<file path="src/rtl/muldiv_seq_if.sv">
`default_nettype none
// ============================================================================
// Module   : muldiv_seq_if
// Purpose  : EX-stage request/response bundle for the multi-cycle mul/div unit.
// Revision : 1.0
// ============================================================================
interface muldiv_seq_if #(
    parameter int WIDTH = 32
);
    logic             start;
    logic [1:0]       op;
    logic [WIDTH-1:0] src_a;
    logic [WIDTH-1:0] src_b;
    logic             abort;
    logic             busy;
    logic             stall;
    logic             done;
    logic [WIDTH-1:0] hi;
    logic [WIDTH-1:0] lo;

    modport master (
        output start, op, src_a, src_b, abort,
        input  busy, stall, done, hi, lo
    );

    modport slave (
        input  start, op, src_a, src_b, abort,
        output busy, stall, done, hi, lo
    );
endinterface
`default_nettype wire

</file>
<file path="src/rtl/muldiv_seq.sv">
`default_nettype none
// ============================================================================
// Module   : muldiv_seq
// Purpose  : Sequential MULT/MULTU/DIV/DIVU unit (shift-add / restoring) into HI/LO.
//            Optional MULDIV_EARLY_OUT_EN: multiply exits once multiplier bits run out.
// Revision : 1.0
// ============================================================================
module muldiv_seq #(
    parameter int WIDTH = 32,
    parameter int CNT_W = 6
) (
    input  wire logic   clk,
    input  wire logic   rst_n,
    muldiv_seq_if.slave bus
);

    typedef enum logic [1:0] {
        S_IDLE = 2'd0,
        S_CALC = 2'd1,
        S_FIX  = 2'd2,
        S_DONE = 2'd3
    } state_t;

    state_t             state_q, state_d;
    logic [CNT_W-1:0]   cnt_q, cnt_d;
    logic               is_div_q, is_div_d;
    logic               neg_res_q, neg_res_d;
    logic               neg_rem_q, neg_rem_d;
    logic               div0_q, div0_d;
    logic [2*WIDTH-1:0] acc_q, acc_d;
    logic [2*WIDTH-1:0] opa_q, opa_d;
    logic [WIDTH-1:0]   mplier_q, mplier_d;
    logic [WIDTH-1:0]   hi_q, hi_d;
    logic [WIDTH-1:0]   lo_q, lo_d;

    logic               is_signed, a_neg, b_neg, accept, early_out, last_step;
    logic [WIDTH-1:0]   a_mag, b_mag;
    logic [WIDTH:0]     rem_sh, rem_diff;
    logic [WIDTH-1:0]   quo, rem, fix_hi, fix_lo;
    logic [2*WIDTH-1:0] prod_fix;

    // Signed ops run on magnitudes; the sign flags restore results in FIX.
    assign is_signed = ~bus.op[0];
    assign a_neg     = is_signed & bus.src_a[WIDTH-1];
    assign b_neg     = is_signed & bus.src_b[WIDTH-1];
    assign a_mag     = a_neg ? -bus.src_a : bus.src_a;
    assign b_mag     = b_neg ? -bus.src_b : bus.src_b;
    assign accept    = (state_q == S_IDLE) & bus.start & ~bus.abort;

    // Divide layout: acc = {remainder, dividend/quotient}; divisor in opa low half.
    assign rem_sh    = {acc_q[2*WIDTH-1:WIDTH], acc_q[WIDTH-1]};
    assign rem_diff  = rem_sh - {1'b0, opa_q[WIDTH-1:0]};
    assign quo       = acc_q[WIDTH-1:0];
    assign rem       = acc_q[2*WIDTH-1:WIDTH];

`ifdef MULDIV_EARLY_OUT_EN
    assign early_out = ~is_div_q & (mplier_q[WIDTH-1:1] == '0);
`else
    assign early_out = 1'b0;
`endif
    assign last_step = div0_q | (cnt_q == CNT_W'(WIDTH - 1)) | early_out;

    always_comb begin
        prod_fix = neg_res_q ? -acc_q : acc_q;
        fix_hi   = prod_fix[2*WIDTH-1:WIDTH];
        fix_lo   = prod_fix[WIDTH-1:0];
        if (is_div_q) begin
            if (div0_q) begin
                // Dividend magnitude is still untouched in the quotient slot.
                fix_hi = neg_rem_q ? -quo : quo;
                fix_lo = '1;
            end else begin
                fix_hi = neg_rem_q ? -rem : rem;
                fix_lo = neg_res_q ? -quo : quo;
            end
        end
    end

    always_comb begin
        state_d   = state_q;
        cnt_d     = cnt_q;
        is_div_d  = is_div_q;
        neg_res_d = neg_res_q;
        neg_rem_d = neg_rem_q;
        div0_d    = div0_q;
        acc_d     = acc_q;
        opa_d     = opa_q;
        mplier_d  = mplier_q;
        hi_d      = hi_q;
        lo_d      = lo_q;
        case (state_q)
            S_IDLE: begin
                if (accept) begin
                    state_d   = S_CALC;
                    cnt_d     = '0;
                    is_div_d  = bus.op[1];
                    neg_res_d = a_neg ^ b_neg;
                    neg_rem_d = a_neg;
                    div0_d    = bus.op[1] & (bus.src_b == '0);
                    if (bus.op[1]) begin
                        acc_d    = {{WIDTH{1'b0}}, a_mag};
                        opa_d    = {{WIDTH{1'b0}}, b_mag};
                        mplier_d = '0;
                    end else begin
                        acc_d    = '0;
                        opa_d    = {{WIDTH{1'b0}}, a_mag};
                        mplier_d = b_mag;
                    end
                end
            end
            S_CALC: begin
                cnt_d = cnt_q + CNT_W'(1);
                if (!div0_q) begin
                    if (is_div_q) begin
                        if (!rem_diff[WIDTH])
                            acc_d = {rem_diff[WIDTH-1:0], acc_q[WIDTH-2:0], 1'b1};
                        else
                            acc_d = {rem_sh[WIDTH-1:0], acc_q[WIDTH-2:0], 1'b0};
                    end else begin
                        // Multiplicand shifts left so an early exit leaves an aligned product.
                        acc_d    = acc_q + (mplier_q[0] ? opa_q : '0);
                        opa_d    = opa_q << 1;
                        mplier_d = mplier_q >> 1;
                    end
                end
                if (last_step)
                    state_d = S_FIX;
            end
            S_FIX: begin
                state_d = S_DONE;
                hi_d    = fix_hi;
                lo_d    = fix_lo;
            end
            S_DONE:  state_d = S_IDLE;
            default: state_d = S_IDLE;
        endcase
        if (bus.abort) begin
            state_d = S_IDLE;
            hi_d    = hi_q;
            lo_d    = lo_q;
        end
    end

    always_ff @(posedge clk or negedge rst_n) begin
        if (!rst_n) begin
            state_q   <= S_IDLE;
            cnt_q     <= '0;
            is_div_q  <= 1'b0;
            neg_res_q <= 1'b0;
            neg_rem_q <= 1'b0;
            div0_q    <= 1'b0;
            acc_q     <= '0;
            opa_q     <= '0;
            mplier_q  <= '0;
            hi_q      <= '0;
            lo_q      <= '0;
        end else begin
            state_q   <= state_d;
            cnt_q     <= cnt_d;
            is_div_q  <= is_div_d;
            neg_res_q <= neg_res_d;
            neg_rem_q <= neg_rem_d;
            div0_q    <= div0_d;
            acc_q     <= acc_d;
            opa_q     <= opa_d;
            mplier_q  <= mplier_d;
            hi_q      <= hi_d;
            lo_q      <= lo_d;
        end
    end

    assign bus.busy  = (state_q == S_CALC) | (state_q == S_FIX);
    assign bus.stall = bus.busy | (bus.start & (state_q == S_IDLE));
    assign bus.done  = (state_q == S_DONE);
    assign bus.hi    = hi_q;
    assign bus.lo    = lo_q;

endmodule
`default_nettype wire
</file>
<file path="src/flat_wrapper.sv">
// flat-port wrapper written by rule: the top's interface ports become plain ports
module muldiv_seq_flat 
#(
    parameter int WIDTH = 32,
    parameter int CNT_W = 6
)
  (clk, rst_n, bus_start, bus_op, bus_src_a, bus_src_b, bus_abort, bus_busy, bus_stall, bus_done, bus_hi, bus_lo);
  muldiv_seq_if #(.WIDTH(WIDTH)) bus_i ();
  input  wire logic clk;
  input  wire logic rst_n;
  input wire logic [$bits(bus_i.start)-1:0] bus_start;
  input wire logic [$bits(bus_i.op)-1:0] bus_op;
  input wire logic [$bits(bus_i.src_a)-1:0] bus_src_a;
  input wire logic [$bits(bus_i.src_b)-1:0] bus_src_b;
  input wire logic [$bits(bus_i.abort)-1:0] bus_abort;
  output wire logic [$bits(bus_i.busy)-1:0] bus_busy;
  output wire logic [$bits(bus_i.stall)-1:0] bus_stall;
  output wire logic [$bits(bus_i.done)-1:0] bus_done;
  output wire logic [$bits(bus_i.hi)-1:0] bus_hi;
  output wire logic [$bits(bus_i.lo)-1:0] bus_lo;
  assign bus_i.start = bus_start;
  assign bus_i.op = bus_op;
  assign bus_i.src_a = bus_src_a;
  assign bus_i.src_b = bus_src_b;
  assign bus_i.abort = bus_abort;
  assign bus_busy = bus_i.busy;
  assign bus_stall = bus_i.stall;
  assign bus_done = bus_i.done;
  assign bus_hi = bus_i.hi;
  assign bus_lo = bus_i.lo;
  muldiv_seq #(.WIDTH(WIDTH), .CNT_W(CNT_W)) u_core (.clk(clk), .rst_n(rst_n), .bus(bus_i));
endmodule
</file>
<file path="config.mk">
export PLATFORM = sky130hd
export DESIGN_NAME = muldiv_seq_flat
export DESIGN_NICKNAME = d
export VERILOG_FILES = /design/src/rtl/muldiv_seq_if.sv /design/src/rtl/muldiv_seq.sv /design/src/flat_wrapper.sv
export SDC_FILE = /design/constraint.sdc
export NUM_CORES = 1
export LEC_CHECK = 0
export CORE_MARGIN = 1.5
export CORE_UTILIZATION = 65
export CTS_CLUSTER_SIZE = 16
export DETAILED_ROUTE_END_ITERATION = 6
export PLACE_DENSITY = 0.87
export SYNTH_ARGS = -nofsm -noshare
export SYNTH_HDL_FRONTEND = slang
export SYNTH_SLANG_ARGS = --single-unit
export TNS_END_PERCENT = 100
</file>
<file path="constraint.sdc">
create_clock -name clk -period 7.3 [get_ports clk]
set_clock_uncertainty 0.2 [all_clocks]
set_input_delay 2.19 -clock clk [delete_from_list [all_inputs] [get_ports clk]]
set_output_delay 2.19 -clock clk [all_outputs]
set_load 0.005 [all_outputs]
</file>
==> flow_summary_export.csv, run 1 <==
group,metric,value,unit
status,status,"finished with violations",
status,violations,"design-rule violations",
timing,setup_violations,0,
pwr,ir_worst_vdd,317,uV
routing,dr.pass1.iters,7,
clock_tree,cts_tree,"done",
place,port_buffers,136,
routing,drc,6,
worst_hold_path,hold_path_depth,2,
routing,drtAntennaViolNets,0,
floorplanning,core_area,31600,um2
timing,hold_viol,0,
timing,whs,0.279,ns
floorplanning,io_pins,137,
worst_setup_path,critical_path_peak_fanout,5,
synth,synthArstFlopShare,100,%
routing,drt_wl_total,73500,um
cells_and_area,layout.nets,2843,
timing,relSlewSlack,16.0,%
timing,tns,0,ns
synth,synth-seq-area-share,28.4,%
global_routing,gr-total-overflow,0,
cells_and_area,area_growth_syn_to_layout,11.5,%
global_routing,antenna_found_initial,0,
pwr,leakagePower,9.96,nW
run,drv_cap,0,
routing,routed-via-count,21200,
timing,fin_crit_sh,78.4,%
floorplanning,die_height,182,um
synth,post-synth-top-area-fraction,28.4,%
routing,viasPerCell,6.85,
worst_hold_path,min_path_type,"reg2reg",
floorplanning,start_util,66.0,%
clock_tree,postCtsSetupBuffers,0,
timing,worstMarginPinSlew,1.25,ns
clock_tree,numCtsBuffers,28,
cells_and_area,multi_input_area,13900,um2
cells_and_area,ff_latch_area,5910,um2
global_routing,grt_util_all_layers,43.9,%
timing,rsz0062_at_grt,"no",
place,globalplace.congestion,1.05,
synth,synth_fp_nets,2840,
clock_tree,clkTransAtPathRegs,0.06,ns
pwr,power_density,390,nW/um2
floorplanning,die_area,33100,um2
pwr,total_power,9.05,mW
synth,synth_top_cell_by_area,"dfrtp_1",
clock_tree,ctsHoldBuffers,0,
floorplanning,rows,65,
place,dp_hpwl,53800,um
synth,syn_inst,2664,
worst_setup_path,crit_type,"in2out",
synth,synth_edf_count,0,
clock_tree,cts_root_buffer,"clkbuf_16",
floorplanning,die_w,182,um
timing,max_freq,175,MHz
worst_setup_path,endpoint_kind,"output pin",
worst_setup_path,required,4.91,ns
worst_setup_path,worstSetupStartpointType,"primary input",
routing,drt_iter0_drc,2795,
clock_tree,insertion_delay,0.59,ns
cells_and_area,fillerInstances,2438,
timing,slew_viol_final,0,
synth,syn-cell-area,20800,um2
synth,synth_area_leaders,"dfrtp_1, ha_1, o21ai_0",
global_routing,grt_pass1_wl,113000,um
global_routing,grt_pass1_vias,20000,
clock_tree,clock-sinks,236,
synth,yosys_warnings,0,
clock_tree,clk_path_buf_depth,3,
worst_setup_path,critical_path_arrival,3.33,ns
clock_tree,cts_resized,0,
synth,ys.flop_type,"dfrtp_1",
synth,syn_area_per_cell,7.82,um2
synth,yosysUniqueCellTypes,90,
worst_setup_path,r2r_cells,15,
cells_and_area,diodes,0,
synth,synth_top_cells_by_count,"nand2_1, o21ai_0, dfrtp_1",
cells_and_area,drive_gt1_share,5.43,%
clock_tree,h-tree-depth,1,
routing,wire_per_inst,23.8,um
timing,min_period,5.72,ns
global_routing,grt_max_degree,124,
synth,ys_ff_latch,236,
synth,synth.most_common_cell,"nand2_1",
-- where the power goes --
group	switching, mW	total (mW)	internal (mW)	leakage (nW)
clock	0.606	1.54	0.934	0.486
sequential	0.663	2.41	1.75	3.02
combinational	3.11	5.10	2.00	6.45
total	4.38	9.05	4.68	9.96
-- placed cells by master, fill, tap and decap left out, types with 32 or more instances in the layout --
cell	n
nand2_1	307
o21ai_0	248
dfrtp_1	233
a21oi_1	224
nor2_1	220
xor2_1	138
clkdlybuf4s50_1	135
xnor2_1	127
ha_1	103
inv_1	78
and2_1	77
a22oi_1	56
nor3_1	48
a21o_1	42
or3_1	37
a22o_1	34
mux2i_1	32
-- through the flow --
step,area [um2],instances,utilization (%),setup slack (ns)
2_1_floorplan,20800,2664,-,2.40
3_3_place_gp,22200,3039,70.4,1.58
3_5_place_dp,22200,3039,70.4,1.47
4_1_cts,23200,3091,73.6,1.57
5_1_grt,23200,3091,73.6,1.52
6_report,23200,3091,73.6,1.58
-- sequential cells by signal (all words and copies together), names as in the netlist --
register,cells
u_core.neg_res_q,1
u_core.bus.lo,32
u_core.cnt_q,6
u_core.state_q,2
u_core.bus.hi,32
u_core.opa_q,64
u_core.is_div_q,1
u_core.mplier_q,32
u_core.acc_q,64
u_core.div0_q,1
u_core.neg_rem_q,1
-- worst max-delay path, stage by stage --
cell	delay (ns)
clkdlybuf4s50_1	0.52
a21o_1	0.13
clkdlybuf4s50_1	0.49
-- metal layers --
metal | part of all wire, % | global-route usage [%] | vias up
met3 | 12 | 10.6 | 222
met2 | 42 | 64.7 | 1348
met4 | 6.1 | 23.4 | 0
met5 | 0 | 0 | -
met1 | 40 | 59.6 | 10100
li1 | - | - | 9536
-- area by class of cell --
cell class	count	share of cell area [%]
sequential	236	25.4
clock inverter	13	0.905
inverter	80	1.29
tap	402	2.17
timing repair buffer	164	6.84
clock buffer	39	3.41
multi-input combinational	2157	59.9
-- logic make-up (layout without fill, tap and decap cells) --
group	count (synthesis)	after routing	synth area share [%]
mux	46	46	2.35
fa+ha+maj	106	106	6.44
simple gates	864	864	19.8
buf+inv	271	296	5.17
flops	236	236	28.4
compound gates	875	875	26.7
xor+xnor	266	266	11.2
-- final timing paths --
check | slack [ns] | start | end
max | 1.58 | bus_start | bus_stall
min in group asynchronous | 1.42 | rst_n | u_core.cnt_q[3]$_DFFE_PN0P_
min | 0.28 | u_core.bus.hi[23]$_DFFE_PN0P_ | u_core.bus.hi[23]$_DFFE_PN0P_
min reg2reg | 0.28 | u_core.bus.hi[23]$_DFFE_PN0P_ | u_core.bus.hi[23]$_DFFE_PN0P_
max reg2reg | 1.84 | u_core.acc_q[31]$_DFFE_PN0P_ | u_core.acc_q[63]$_DFFE_PN0P_
max in group asynchronous | 4.09 | rst_n | u_core.mplier_q[28]$_DFFE_PN0P_
Note: power is estimated with default switching activity, not from simulation.
==> run 2, diff against run 1 <==
--- a/config.mk
+++ b/config.mk
@@ -6,10 +6,10 @@
 export NUM_CORES = 1
 export LEC_CHECK = 0
 export CORE_MARGIN = 1.5
-export CORE_UTILIZATION = 65
+export CORE_UTILIZATION = 61
 export CTS_CLUSTER_SIZE = 16
 export DETAILED_ROUTE_END_ITERATION = 6
-export PLACE_DENSITY = 0.87
+export PLACE_DENSITY = 0.82
 export SYNTH_ARGS = -nofsm -noshare
 export SYNTH_HDL_FRONTEND = slang
 export SYNTH_SLANG_ARGS = --single-unit
==> constraint.sdc (replaced) <==
create_clock -name clk -period 5.8 [get_ports clk]
set_clock_uncertainty 0.2 [all_clocks]
set_input_delay 1.74 -clock clk [delete_from_list [all_inputs] [get_ports clk]]
set_output_delay 1.74 -clock clk [all_outputs]
set_load 0.005 [all_outputs]
==> flow_summary_export.csv, run 2 (same netlist as run 1, synthesis figures left out) <==
group,metric,value,unit
worst_hold_path,min_to,"u_core.bus.hi[13]$_DFFE_PN0P_",
clock_tree,cts_tree,"done",
worst_setup_path,r2r_slack,1.06,ns
routing,viasPerCell,6.69,
place,place_ws,0.428,ns
global_routing,grt_util_all_layers,41.5,%
clock_tree,clkTransAtPathRegs,0.06,ns
routing,dr.pass1.iters,6,
cells_and_area,fillerInstances,2762,
clock_tree,h-tree-depth,1,
timing,hold_viol,0,
place,port_buffers,136,
floorplanning,die_height,188,um
clock_tree,postCtsSetupBuffers,0,
place,globalplace.congestion,1.02,
worst_setup_path,endpoint_kind,"flip-flop",
worst_setup_path,required,6.06,ns
clock_tree,ctsHoldBuffers,0,
timing,worstMarginPinSlew,1.29,ns
worst_hold_path,worstHoldStart,"u_core.bus.hi[13]$_DFFE_PN0P_",
routing,drc,0,
floorplanning,io_pins,137,
cells_and_area,reg_top3,"u_core.acc_q: 64 flops, u_core.opa_q: 64 flops",
global_routing,grt_max_degree,97,
routing,drt_iter0_drc,2382,
timing,rsz0062_at_grt,"no",
worst_setup_path,r2r_cells,12,
worst_setup_path,critical_path_peak_fanout,4,
cells_and_area,diodes,0,
worst_hold_path,min_path_type,"reg2reg",
timing,fin_crit_sh,84.1,%
clock_tree,numCtsBuffers,29,
pwr,ir_worst_vdd,320,uV
timing,min_period,4.88,ns
pwr,total_power,11.3,mW
routing,wire_per_inst,23.3,um
worst_hold_path,hold_path_depth,2,
run,drv_cap,0,
timing,timing.final.ws_setup,0.925,ns
floorplanning,core_area,33500,um2
routing,drtAntennaViolNets,0,
clock_tree,clock-sinks,236,
global_routing,grt_pass1_vias,19900,
floorplanning,die_area,35300,um2
worst_setup_path,r2r-end,"u_core.acc_q[38]$_DFFE_PN0P_",
worst_setup_path,critical_path_arrival,5.14,ns
global_routing,antenna_found_initial,0,
pwr,leakagePower,10.0,nW
cells_and_area,final_cell_mix,"nand2_1, o21ai_0, dfrtp_1, a21oi_1, nor2_1",
timing,relSlewSlack,13.4,%
status,status,"finished, final reports clean",
global_routing,grt_pass1_wl,114000,um
clock_tree,clk_path_buf_depth,3,
clock_tree,cts_root_buffer,"clkbuf_16",
timing,setup_violations,0,
worst_setup_path,worstSetupStartpointType,"primary input",
clock_tree,cts_resized,0,
global_routing,gr-total-overflow,0,
place,dp_hpwl,55200,um
floorplanning,die_w,188,um
worst_setup_path,crit_type,"in2reg",
cells_and_area,layout_commonest_cell,"nand2_1",
worst_setup_path,timing.rr.start,"u_core.acc_q[34]$_DFFE_PN0P_",
timing,slew_viol_final,0,
routing,routed-via-count,21100,
floorplanning,start_util,62.1,%
cells_and_area,area_growth_syn_to_layout,12.1,%
cells_and_area,drive_gt1_share,5.92,%
floorplanning,rows,67,
routing,drt_wl_total,73600,um
timing,max_freq,205,MHz
pwr,power_density,482,nW/um2
cells_and_area,layout.nets,2858,
timing,tns,0,ns
clock_tree,insertion_delay,0.59,ns
## run 2: changes by cell type in the layout (fill, tap and decap cells not counted), sizes merged
cell / previous run / this run
clkinvlp: 2 / 6
bufinv: 5 / 1
inv: 79 / 81
clkbuf: 39 / 38
buf: 29 / 43
## run 2: through the flow
stage / utilization, % / hold slack (ns) / cells / instance area (um2)
4_1_cts: 69.6 / 0.278 / 3152 / 23400
6_report: 69.6 / 0.273 / 3152 / 23400
2_1_floorplan: - / 0.250 / 2664 / 20800
5_1_grt: 69.6 / 0.308 / 3152 / 23400
3_3_place_gp: 66.9 / 0.261 / 3099 / 22400
3_5_place_dp: 66.9 / 0.259 / 3099 / 22400
## run 2: critical path, stage by stage
cell and delay (ns):
clkdlybuf4s50_1 0.45, inv_1 0.10, ha_1 0.20, or3b_2 0.45, or4b_1 0.59, nor2_1 0.27, nand2_1 0.18, nor3_1 0.39
a21oi_1 0.15, xor2_1 0.21, mux2i_1 0.10, o311ai_0 0.31
## run 2: worst max path at each step
stage,to,start,slack (ns),depth (start not counted)
finish,u_core.opa_q[28]$_DFFE_PN0P_,bus_src_b[0],0.92,12
global placement,u_core.opa_q[28]$_DFFE_PN0P_,bus_src_b[0],0.54,12
global route,u_core.opa_q[28]$_DFFE_PN0P_,bus_src_b[0],0.75,12
CTS,bus_stall,bus_start,0.95,3
detailed placement,u_core.opa_q[28]$_DFFE_PN0P_,bus_src_b[0],0.43,12
floorplan,u_core.opa_q[28]$_DFFE_PN0P_,bus_src_b[0],1.35,11
## run 2: power by group
| part | switching (mW) | internal (mW) |
|---|---|---|
| logic | 3.86 | 2.56 |
| registers | 0.819 | 2.20 |
| clock network | 0.791 | 1.03 |
| total | 5.47 | 5.79 |
## run 2: final cells by class
cell class                 count  area [um2]  share of cell area, %
timing repair buffer         178        1740                   7.47
inverter                      80         300                   1.29
clock buffer                  38         810                   3.47
clock inverter                15         126                  0.541
sequential                   236        5910                   25.3
multi-input combinational   2157       13900                   59.5
tap                          448         561                   2.40
## run 2: routing by layer
metal	share of wire, %	up-vias	routed length (um)	track usage [%]
li1	-	9591	-	-
met1	41	9964	30100	57.9
met2	42	1286	30800	60.9
met3	11	233	8410	8.38
met4	5.7	0	4210	21.5
met5	0	-	0	0
